### src/rtl/bsearch_pkg.sv
// ---------------------------------------------------------------------------
// bsearch_pkg
//   Shared definitions for the binary-search engine.
//   - state_t    : search FSM states
//   - calc_prb_w : width of the probe counter for a given address width.
//                  A search over at most 2**ADDR_W entries needs at most
//                  ADDR_W+1 probes, so the counter must hold 0..ADDR_W+1.
// ---------------------------------------------------------------------------
package bsearch_pkg;

   typedef enum logic [2:0] {
      IDLE  = 3'd0,
      PROBE = 3'd1,
      WAIT  = 3'd2,
      CMP   = 3'd3,
      DONE  = 3'd4
   } state_t;

   function automatic int calc_prb_w(input int addr_w);
      return $clog2(addr_w + 2);
   endfunction

endpackage

### src/rtl/bsearch_lat_cnt.sv
// ---------------------------------------------------------------------------
// bsearch_lat_cnt
//   Counts the extra cycles the engine must sit in WAIT while a RAM read with
//   latency RD_LAT (>= 2) is in flight. The engine spends one cycle in PROBE
//   and one in CMP, so WAIT covers the remaining RD_LAT-1 cycles.
//
//   Ports
//     clk   in   clock, rising edge
//     clr   in   asynchronous reset, active-low
//     run   in   high while the engine is in WAIT
//     last  out  high in the final WAIT cycle (engine moves to CMP next)
// ---------------------------------------------------------------------------
module bsearch_lat_cnt #(
   parameter int RD_LAT = 2
) (
   input  logic clk,
   input  logic clr,
   input  logic run,
   output logic last
);

   localparam int CNT_W = (RD_LAT > 2) ? $clog2(RD_LAT - 1) : 1;

   logic [CNT_W-1:0] cnt;

   // The counter restarts from zero whenever the engine is outside WAIT, so
   // every probe sees a fresh count without an explicit load pulse.
   always_ff @(posedge clk or negedge clr) begin
      if (!clr) begin
         cnt <= '0;
      end else if (run && !last) begin
         cnt <= cnt + CNT_W'(1);
      end else begin
         cnt <= '0;
      end
   end

   assign last = (cnt == CNT_W'(RD_LAT - 2));

endmodule

### src/rtl/bsearch_engine.sv
// ---------------------------------------------------------------------------
// bsearch_engine
//   Binary search over a sorted ascending array held in an external RAM with
//   synchronous read of latency RD_LAT. Returns whether the key is present,
//   the matching index (or the insertion point when absent) and the number
//   of RAM reads used.
//
//   Parameters
//     DATA_W  key / word width (unsigned compare)
//     ADDR_W  RAM address width
//     DEPTH   number of valid entries, 1..2**ADDR_W
//     RD_LAT  RAM read latency in cycles, >= 1
//
//   Ports
//     clk       in   clock, rising edge
//     clr       in   asynchronous reset, active-low
//     start     in   search request, sampled only while idle
//     key       in   search key, latched when start is accepted
//     mode      in   (BSEARCH_LBOUND_EN only) 1 = lower-bound search
//     mem_addr  out  RAM read address (holds its value between reads)
//     mem_rd    out  RAM read strobe
//     mem_q     in   RAM data, valid RD_LAT cycles after mem_rd
//     busy      out  search in progress
//     done      out  one-cycle pulse, results valid
//     found     out  key present
//     idx       out  match index, else insertion point (0..DEPTH)
//     probes    out  number of RAM reads used
//
//   Build option
//     BSEARCH_LBOUND_EN  adds the mode port and lower-bound search. Without
//                        it the engine performs exact search only.
// ---------------------------------------------------------------------------
module bsearch_engine
   import bsearch_pkg::*;
#(
   parameter int DATA_W = 8,
   parameter int ADDR_W = 5,
   parameter int DEPTH  = 32,
   parameter int RD_LAT = 1
) (
   input  logic                            clk,
   input  logic                            clr,
   input  logic                            start,
   input  logic [DATA_W-1:0]               key,
`ifdef BSEARCH_LBOUND_EN
   input  logic                            mode,
`endif
   output logic [ADDR_W-1:0]               mem_addr,
   output logic                            mem_rd,
   input  logic [DATA_W-1:0]               mem_q,
   output logic                            busy,
   output logic                            done,
   output logic                            found,
   output logic [ADDR_W:0]                 idx,
   output logic [calc_prb_w(ADDR_W)-1:0]   probes
);

   localparam int PRB_W = calc_prb_w(ADDR_W);

   localparam logic [ADDR_W:0]   DEPTH_HI = (ADDR_W+1)'(DEPTH);
   localparam logic [ADDR_W-1:0] INIT_MID = ADDR_W'(DEPTH / 2);

   state_t             state;
   logic [DATA_W-1:0]  key_q;
   logic [ADDR_W:0]    lo;
   logic [ADDR_W:0]    hi;
   logic               hit_q;
   logic               lb_mode;
   logic               wait_last;

   logic [ADDR_W:0]    mid_ext;
   logic [ADDR_W:0]    lo_nxt;
   logic [ADDR_W:0]    hi_nxt;
   logic [ADDR_W+1:0]  sum_nxt;
   logic [ADDR_W-1:0]  mid_nxt;
   logic               rd_nxt;
   logic               cmp_eq;
   logic               cmp_lt;
   logic               early_hit;

`ifdef BSEARCH_LBOUND_EN
   logic               mode_q;

   // The search mode is captured together with the key so that a change on
   // the mode pin mid-search cannot corrupt the running search.
   always_ff @(posedge clk or negedge clr) begin
      if (!clr) begin
         mode_q <= 1'b0;
      end else if (state == IDLE && start) begin
         mode_q <= mode;
      end
   end

   assign lb_mode = mode_q;
`else
   assign lb_mode = 1'b0;
`endif

   // Latency longer than one cycle needs a WAIT counter; with a single-cycle
   // RAM the FSM never enters WAIT, so no counter is built.
   generate
      if (RD_LAT > 1) begin : g_lat
         bsearch_lat_cnt #(
            .RD_LAT (RD_LAT)
         ) u_lat_cnt (
            .clk  (clk),
            .clr  (clr),
            .run  (state == WAIT),
            .last (wait_last)
         );
      end else begin : g_no_lat
         assign wait_last = 1'b1;
      end
   endgenerate

   // Next-interval computation used in CMP. The read for the following probe
   // is issued on the same edge that leaves CMP, so the RAM address is
   // already on the bus during PROBE; this keeps each probe at RD_LAT+1
   // cycles. mem_addr doubles as the current mid. The sum is one bit wider
   // than lo/hi so it cannot overflow.
   always_comb begin
      mid_ext   = {1'b0, mem_addr};
      cmp_eq    = (mem_q == key_q);
      cmp_lt    = (mem_q < key_q);
      early_hit = cmp_eq && !lb_mode;
      lo_nxt    = lo;
      hi_nxt    = hi;
      if (cmp_lt) begin
         lo_nxt = mid_ext + (ADDR_W+1)'(1);
      end else begin
         hi_nxt = mid_ext;
      end
      sum_nxt = {1'b0, lo_nxt} + {1'b0, hi_nxt};
      mid_nxt = ADDR_W'(sum_nxt >> 1);
      rd_nxt  = (lo_nxt < hi_nxt);
   end

   // Search FSM with registered outputs. done and mem_rd default low every
   // cycle so that each is a single-cycle pulse. Results (found/idx/probes)
   // stay put after DONE until the next accepted start.
   always_ff @(posedge clk or negedge clr) begin
      if (!clr) begin
         state    <= IDLE;
         key_q    <= '0;
         lo       <= '0;
         hi       <= '0;
         hit_q    <= 1'b0;
         mem_addr <= '0;
         mem_rd   <= 1'b0;
         busy     <= 1'b0;
         done     <= 1'b0;
         found    <= 1'b0;
         idx      <= '0;
         probes   <= '0;
      end else begin
         done   <= 1'b0;
         mem_rd <= 1'b0;
         case (state)
            IDLE: begin
               if (start) begin
                  key_q    <= key;
                  lo       <= '0;
                  hi       <= DEPTH_HI;
                  hit_q    <= 1'b0;
                  mem_addr <= INIT_MID;
                  mem_rd   <= 1'b1;
                  busy     <= 1'b1;
                  found    <= 1'b0;
                  idx      <= '0;
                  probes   <= '0;
                  state    <= PROBE;
               end
            end

            // An empty interval ends the search; otherwise the read that was
            // put on the bus when entering PROBE is counted here.
            PROBE: begin
               if (lo >= hi) begin
                  found <= hit_q;
                  idx   <= lo;
                  busy  <= 1'b0;
                  done  <= 1'b1;
                  state <= DONE;
               end else begin
                  probes <= probes + PRB_W'(1);
                  state  <= (RD_LAT > 1) ? WAIT : CMP;
               end
            end

            WAIT: begin
               if (wait_last) begin
                  state <= CMP;
               end
            end

            // Exact search stops on the first equal word. Lower-bound search
            // keeps narrowing towards the first word >= key and only records
            // that an equal word was seen.
            CMP: begin
               if (early_hit) begin
                  found <= 1'b1;
                  idx   <= mid_ext;
                  busy  <= 1'b0;
                  done  <= 1'b1;
                  state <= DONE;
               end else begin
                  lo <= lo_nxt;
                  hi <= hi_nxt;
                  if (cmp_eq) begin
                     hit_q <= 1'b1;
                  end
                  if (rd_nxt) begin
                     mem_addr <= mid_nxt;
                  end
                  mem_rd <= rd_nxt;
                  state  <= PROBE;
               end
            end

            DONE: begin
               state <= IDLE;
            end

            default: begin
               state <= IDLE;
            end
         endcase
      end
   end

endmodule

### config.mk
export PLATFORM = sky130hd
export DESIGN_NAME = bsearch_engine
export DESIGN_NICKNAME = d
export VERILOG_FILES = /design/src/rtl/bsearch_pkg.sv /design/src/rtl/bsearch_lat_cnt.sv /design/src/rtl/bsearch_engine.sv
export SDC_FILE = /design/constraint.sdc
export NUM_CORES = 1
export LEC_CHECK = 0
export ABC_AREA = 1
export BUFFER_PORTS_ARGS = -buffer_cell sky130_fd_sc_hd__buf_2
export CORE_MARGIN = 2
export CORE_UTILIZATION = 40
export DETAILED_ROUTE_END_ITERATION = 8
export PLACE_DENSITY = 0.64
export SLEW_MARGIN = 25
export SYNTH_ARGS = -nofsm -noshare
export SYNTH_HDL_FRONTEND = slang
export SYNTH_SLANG_ARGS = --single-unit
### constraint.sdc
create_clock -name clk -period 5.8 [get_ports clk]
set_input_delay 0.29 -clock clk [delete_from_list [all_inputs] [get_ports clk]]
set_output_delay 0.29 -clock clk [all_outputs]
set_load 0.02 [all_outputs]
# Word level (Yosys, flattened, before mapping)
# Index checks and enable logic that the tools add are counted.
totals:
  wordCells: 71
  input_bits: 19
  ff_bits: 41
  out_inout_bits: 18
op_classes:
  magnitude_cmp: 3
  n_reduce_logical: 9
  n_eq_ne: 10
  mux: 35
  add_sub_neg: 3
op_table:
  columns: ["operator", "count"]
  rows:
  - ["2-to-1 mux 6 bit", 8]
  - ["one-hot mux 6 bit (2 select lines)", 2]
  - ["one-hot mux 6 bit (3 select lines)", 1]
  - ["2-to-1 mux 3 bit", 5]
  - ["2-to-1 mux 5 bit", 3]
  - ["inequality test 2 bit (second input constant)", 6]
  - ["one-hot mux 3 bit (4 select lines)", 1]
  - ["one-hot mux 5 bit (2 select lines)", 1]
  - ["2-to-1 mux 1 bit", 9]
  - ["equality test 8 bit", 1]
  - ["less-than comparator 8 bit", 1]
  - ["AND reduction 4 bit", 2]
  - ["adder 5 x 1 -> 6 bit (second input constant)", 1]
  - ["adder 6 bit", 1]
  - ["equality test 3 x 2 -> 1 bit (second input constant)", 2]
  - ["greater-or-equal comparator 6 bit", 1]
  - ["less-than comparator 6 bit", 1]
  - ["one-hot mux 1 bit (3 select lines)", 2]
  - ["one-hot mux 3 bit (2 select lines)", 1]
  - ["AND reduction 3 bit", 2]
  - ["one-hot mux 1 bit (2 select lines)", 2]
  - ["nonzero test 2 bit", 2]
  - ["adder 3 x 1 -> 3 bit (second input constant)", 1]
  - ["equality test 3 x 1 -> 1 bit (second input constant)", 1]
  - ["3 further kinds", 3]

# Depth between registers and ports, before layout
logic_depth:
  ltp_word: 6
  mapped_depth: 23
  ltp_nobuf: 21

# Worst setup path before layout
# OpenSTA, ideal clock, no wires.
synth_timing:
  path_kind: "register to register"
  startpoint: "reg key_q[7]"
  endpoint: "reg mem_addr[4]"
  path_buffers: 2
  path_slack_ps: 2979
  period_less_slack_ps: 2821
  required_time_ps: 5683
  stages_incl_launch_ff: 19
  arrival_time_ps: 2704
  setup_time_ps: 117
  path_cell_list: "dfrtp_1 -> inv_1 -> ha_1 -> a21o_1 -> nor2_4 -> nand2_4 -> buf_6 -> buf_4 -> o21ai_0 -> inv_1 -> ha_1 -> a21oi_1 -> nor3_1 -> a211oi_1 -> nand2_1 -> nand2_1 -> nand3_1 -> nand2_1 -> nand2_1"
synth_via:
  elab_chain_cells: 6
  elab_cells_between_ends: 12
  classes_between: "1 x add/sub; 2 x order compare; 3 x eq/ne; 5 x mux; 1 x reduce/logical"
synth_lines:
  columns: ["item", "line", "text"]
  rows:
  - ["start, declared", "bsearch_engine.sv:64", "logic [DATA_W-1:0] key_q;"]
  - ["start signal, assigned", "bsearch_engine.sv:161", "key_q <= key;"]
  - ["less-than comparator 8 bit", "bsearch_engine.sv:124", "cmp_lt = (mem_q < key_q);"]
  - ["2-to-1 mux 6 bit", "bsearch_engine.sv:128", "if (cmp_lt) begin"]
  - ["adder 6 bit", "bsearch_engine.sv:133", "sum_nxt = {1'b0, lo_nxt} + {1'b0, hi_nxt};"]
  - ["2-to-1 mux 5 bit", "bsearch_engine.sv:212", "if (rd_nxt) begin"]
  - ["2-to-1 mux 5 bit", "bsearch_engine.sv:200", "if (early_hit) begin"]
  - ["one-hot mux 5 bit (2 select lines)", "bsearch_engine.sv:158", "case (state)"]
  - ["end signal, assigned", "bsearch_engine.sv:213", "mem_addr <= mid_nxt;"]
  - ["end, declared", "bsearch_engine.sv:48", "output logic [ADDR_W-1:0] mem_addr,"]
# Parallel ways exist; a longest one is shown, timed or not. The select of a mux whose other input is x is not followed.
# A chain may end at the register's enable or synchronous reset.

# Worst setup path in the final report
# Ends and elaborated chain as after synthesis.

==> results.py <==
metrics = {
    "detailed_routing": {
        "ant_nets": 0,
        "routed_via_density": 4.940,
        "route.detailed.drc": 0,
        "firstDrtPassIters": 4,
        "drt-initial-drc-count": 94,
        "wl_per_cell_um": 13.15,
        "wirelength_um": 5679,
        "num_vias": 2134,
    },
    "synthesis": {
        "syn_area_mm2": 0.002584,
        "synth_fp_nets": 362,
        "async_flop_share_pct": 100.0,
        "ys_seq_area_share_pct": 39.71,
        "syn_inst": 317,
        "syn_avg_cell_area_um2": 8.151,
        "ys.warnings.count": 0,
        "ys_types": 36,
        "synth-edff-count": 0,
        "ys.flop_type": "dfrtp_1",
        "ys_ff_latch": 41,
    },
    "min_path": {
        "hold_path.class": "primary input to flop",
    },
    "clock_tree": {
        "cts.clk_slew.worst_paths_ps": 90,
        "cts_sinks": 41,
        "cts.repair.resized": 0,
        "htreeDepth": 2,
        "cts_hold_buf": 0,
        "clockRootBuffer": "clkbuf_8",
        "clk_latency_ps": 310,
        "post_cts_buffers": 0,
        "cts_buffer_depth": 2,
        "cts_buffers": 5,
        "cts_tree": "done",
    },
    "sta": {
        "worst_slack_ps": 2757,
        "fin_skew_ps": 16.12,
        "drv_slew": 0,
        "min_period_ps": 3043,
        "setup_viol": 0,
        "finalHoldViolCount": 0,
        "period_share_pct": 52.47,
        "grt_setup_unrepaired": "no",
        "slew_headroom_pct": 63.19,
        "tightest_slew_ps": 550.2,
        "holdWs_ps": 213.7,
        "max_freq_mhz": 328.6,
        "fin_tns_setup_ps": 0,
    },
    "setup_path": {
        "cp.required_ps": 6000,
        "cp.arrival_ps": 3240,
        "reg2reg_slack_ps": 2760,
        "endpoint_kind": "flop",
        "worstSetupStartpointType": "flop",
        "cp_max_fo": 21,
        "path_class": "flop to flop",
    },
    "cells_and_area": {
        "final_nets": 399,
        "drive_above_1_share_pct": 18.87,
        "final_cells": 432,
        "n_antenna_cell": 0,
        "area_growth_pct": 13.12,
    },
    "place": {
        "dp_hpwl_um": 4372,
        "pre_cts_ws_ps": 2821,
        "dp.cells": 423,
        "io_buffers": 36,
        "routabilityCongestion": 0.9869,
    },
    "floorplanning": {
        "rows": 29,
        "die_x_um": 84.37,
        "die_h_um": 84.37,
        "core_mm2": 0.006314,
        "top_level_ports": 37,
        "start_util_pct": 40.92,
        "dieArea_mm2": 0.007118,
    },
    "global_route": {
        "grt_util_all_layers_pct": 16.91,
        "grt_pass1_wl_um": 9618,
        "grt_overflow": 0,
        "antenna_found_initial": 0,
        "grt_start_max_net_pins": 42,
        "grt_pass1_vias": 2028,
    },
    "power": {
        "power_density_mw_per_mm2": 571.9,
        "finalPower_w": 0.001671,
        "p_leak_nw": 1.616,
        "peakVddDrop_mv": 0.2155,
    },
    "run_status": {
        "status": "finished, final reports clean",
    },
    "job": {
        "max-cap-violations": 0,
    },
}
power by group:
group / total [W] / internal, W / leakage [nW] / switching [W]
clock: 0.000196 / 0.0000855 / 0.0445 / 0.000111
combinational: 0.00100 / 0.000345 / 1.05 / 0.000659
sequential: 0.000471 / 0.000396 / 0.526 / 0.0000751
total: 0.00167 / 0.000826 / 1.62 / 0.000846
worst max-delay path, cell delays in order (launching register included):
cell and delay, ps:
dfrtp_1 370, inv_1 80, ha_1 240, a21o_1 180, nor2_4 170, nand2_4 170
o21ai_0 280, inv_1 110, ha_1 390, a21oi_1 240, nor3_1 70, a211oi_1 290
nand2_1 100, nand2_1 70, nand3_1 60, nand2_1 70, nand2_1 50
per-layer routing:
layer / track usage [%] / vias up / wire [um]
met3: 2.065 / 7 / 167
met4: 6.061 / 0 / 90
met5: 0 / - / 0
li1: - / 1103 / -
met1: 23.82 / 984 / 2897
met2: 26.91 / 40 / 2524
flip-flops by register name (all words and copies together) (netlist names):
register  flops
key_q         8
hi            6
idx           6
lo            6
mem_addr      5
probes        3
state         3
busy          1
done          1
found         1
mem_rd        1
per-stage QoR:
step	cell area, um2	util [%]
4_1_cts	2910	46.10
6_report	2923	46.29
5_1_grt	2923	46.29
2_1_floorplan	2584	-
3_5_place_dp	2820	44.67
3_3_place_gp	2820	44.67
layout make-up:
cell class | count | area, um2
inverter | 53 | 198.9
clock inverter | 3 | 21.27
timing repair buffer | 37 | 192.7
fill | 643 | 3391
sequential | 41 | 1026
tap | 77 | 96.34
multi-input combinational | 216 | 1319
clock buffer | 5 | 68.82
logic make-up after synthesis:
group,count (synthesis),share of synthesized area (%)
flops,41,39.71
simple gates,133,23.83
fa+ha+maj,26,12.88
buf+inv,60,9.249
xor+xnor,4,1.356
compound gates,52,12.54
mux,1,0.4358
Yosys cell counts, types with 2 or more instances:
cell / instances / area share (%)
o211ai_1: 3 / 0.87
o21ai_0: 11 / 2.1
a21oi_1: 16 / 3.1
buf_2: 2 / 0.39
xor2_1: 4 / 1.4
nand2_1: 68 / 9.9
dfrtp_1: 41 / 40
ha_1: 25 / 12
inv_1: 51 / 7.4
nand2_2: 6 / 1.5
inv_2: 2 / 0.29
nor2_1: 20 / 2.9
nor2_2: 2 / 0.48
o221ai_1: 3 / 1.0
a21oi_2: 2 / 0.68
nand3_1: 23 / 4.5
o21ai_2: 2 / 0.68
clkbuf_1: 3 / 0.44
nor3_1: 2 / 0.39
o22ai_1: 9 / 2.2
nand2_4: 5 / 2.2
nand4_1: 3 / 0.73
layout by cell type, fill, tap and decap left out, drive strengths merged:
| cell type | n |
|---|---|
| clkinvlp | 1 |
| nor4 | 1 |
| buf | 36 |
| nor2 | 23 |
| ha | 25 |
| nand2 | 79 |
| mux2 | 1 |
| o211ai | 3 |
| o21bai | 1 |
| fa | 1 |
| nor3 | 2 |
| a211oi | 2 |
| a21o | 1 |
| o2111ai | 1 |
| o22ai | 9 |
| inv | 54 |
| nand4 | 3 |
| nand3 | 24 |
| o221ai | 3 |
| clkinv | 1 |
| o21ai | 14 |
| dfrtp | 41 |
| xor2 | 4 |
| nand3b | 1 |
| clkbuf | 5 |
| a21oi | 18 |
| dlygate4sd3 | 1 |
final timing paths:
kind	cells after the start	start	endpoint
setup reg to reg	16	key_q[7]	mem_addr[4]
max in group asynchronous	2	clr	hi[4]
hold reg to reg	2	found	found
setup / recovery	16	key_q[7]	mem_addr[4]
min in group asynchronous	2	clr	key_q[1]
hold / removal	2	key[0]	key_q[0]
Power figures use the tool's default switching activity.
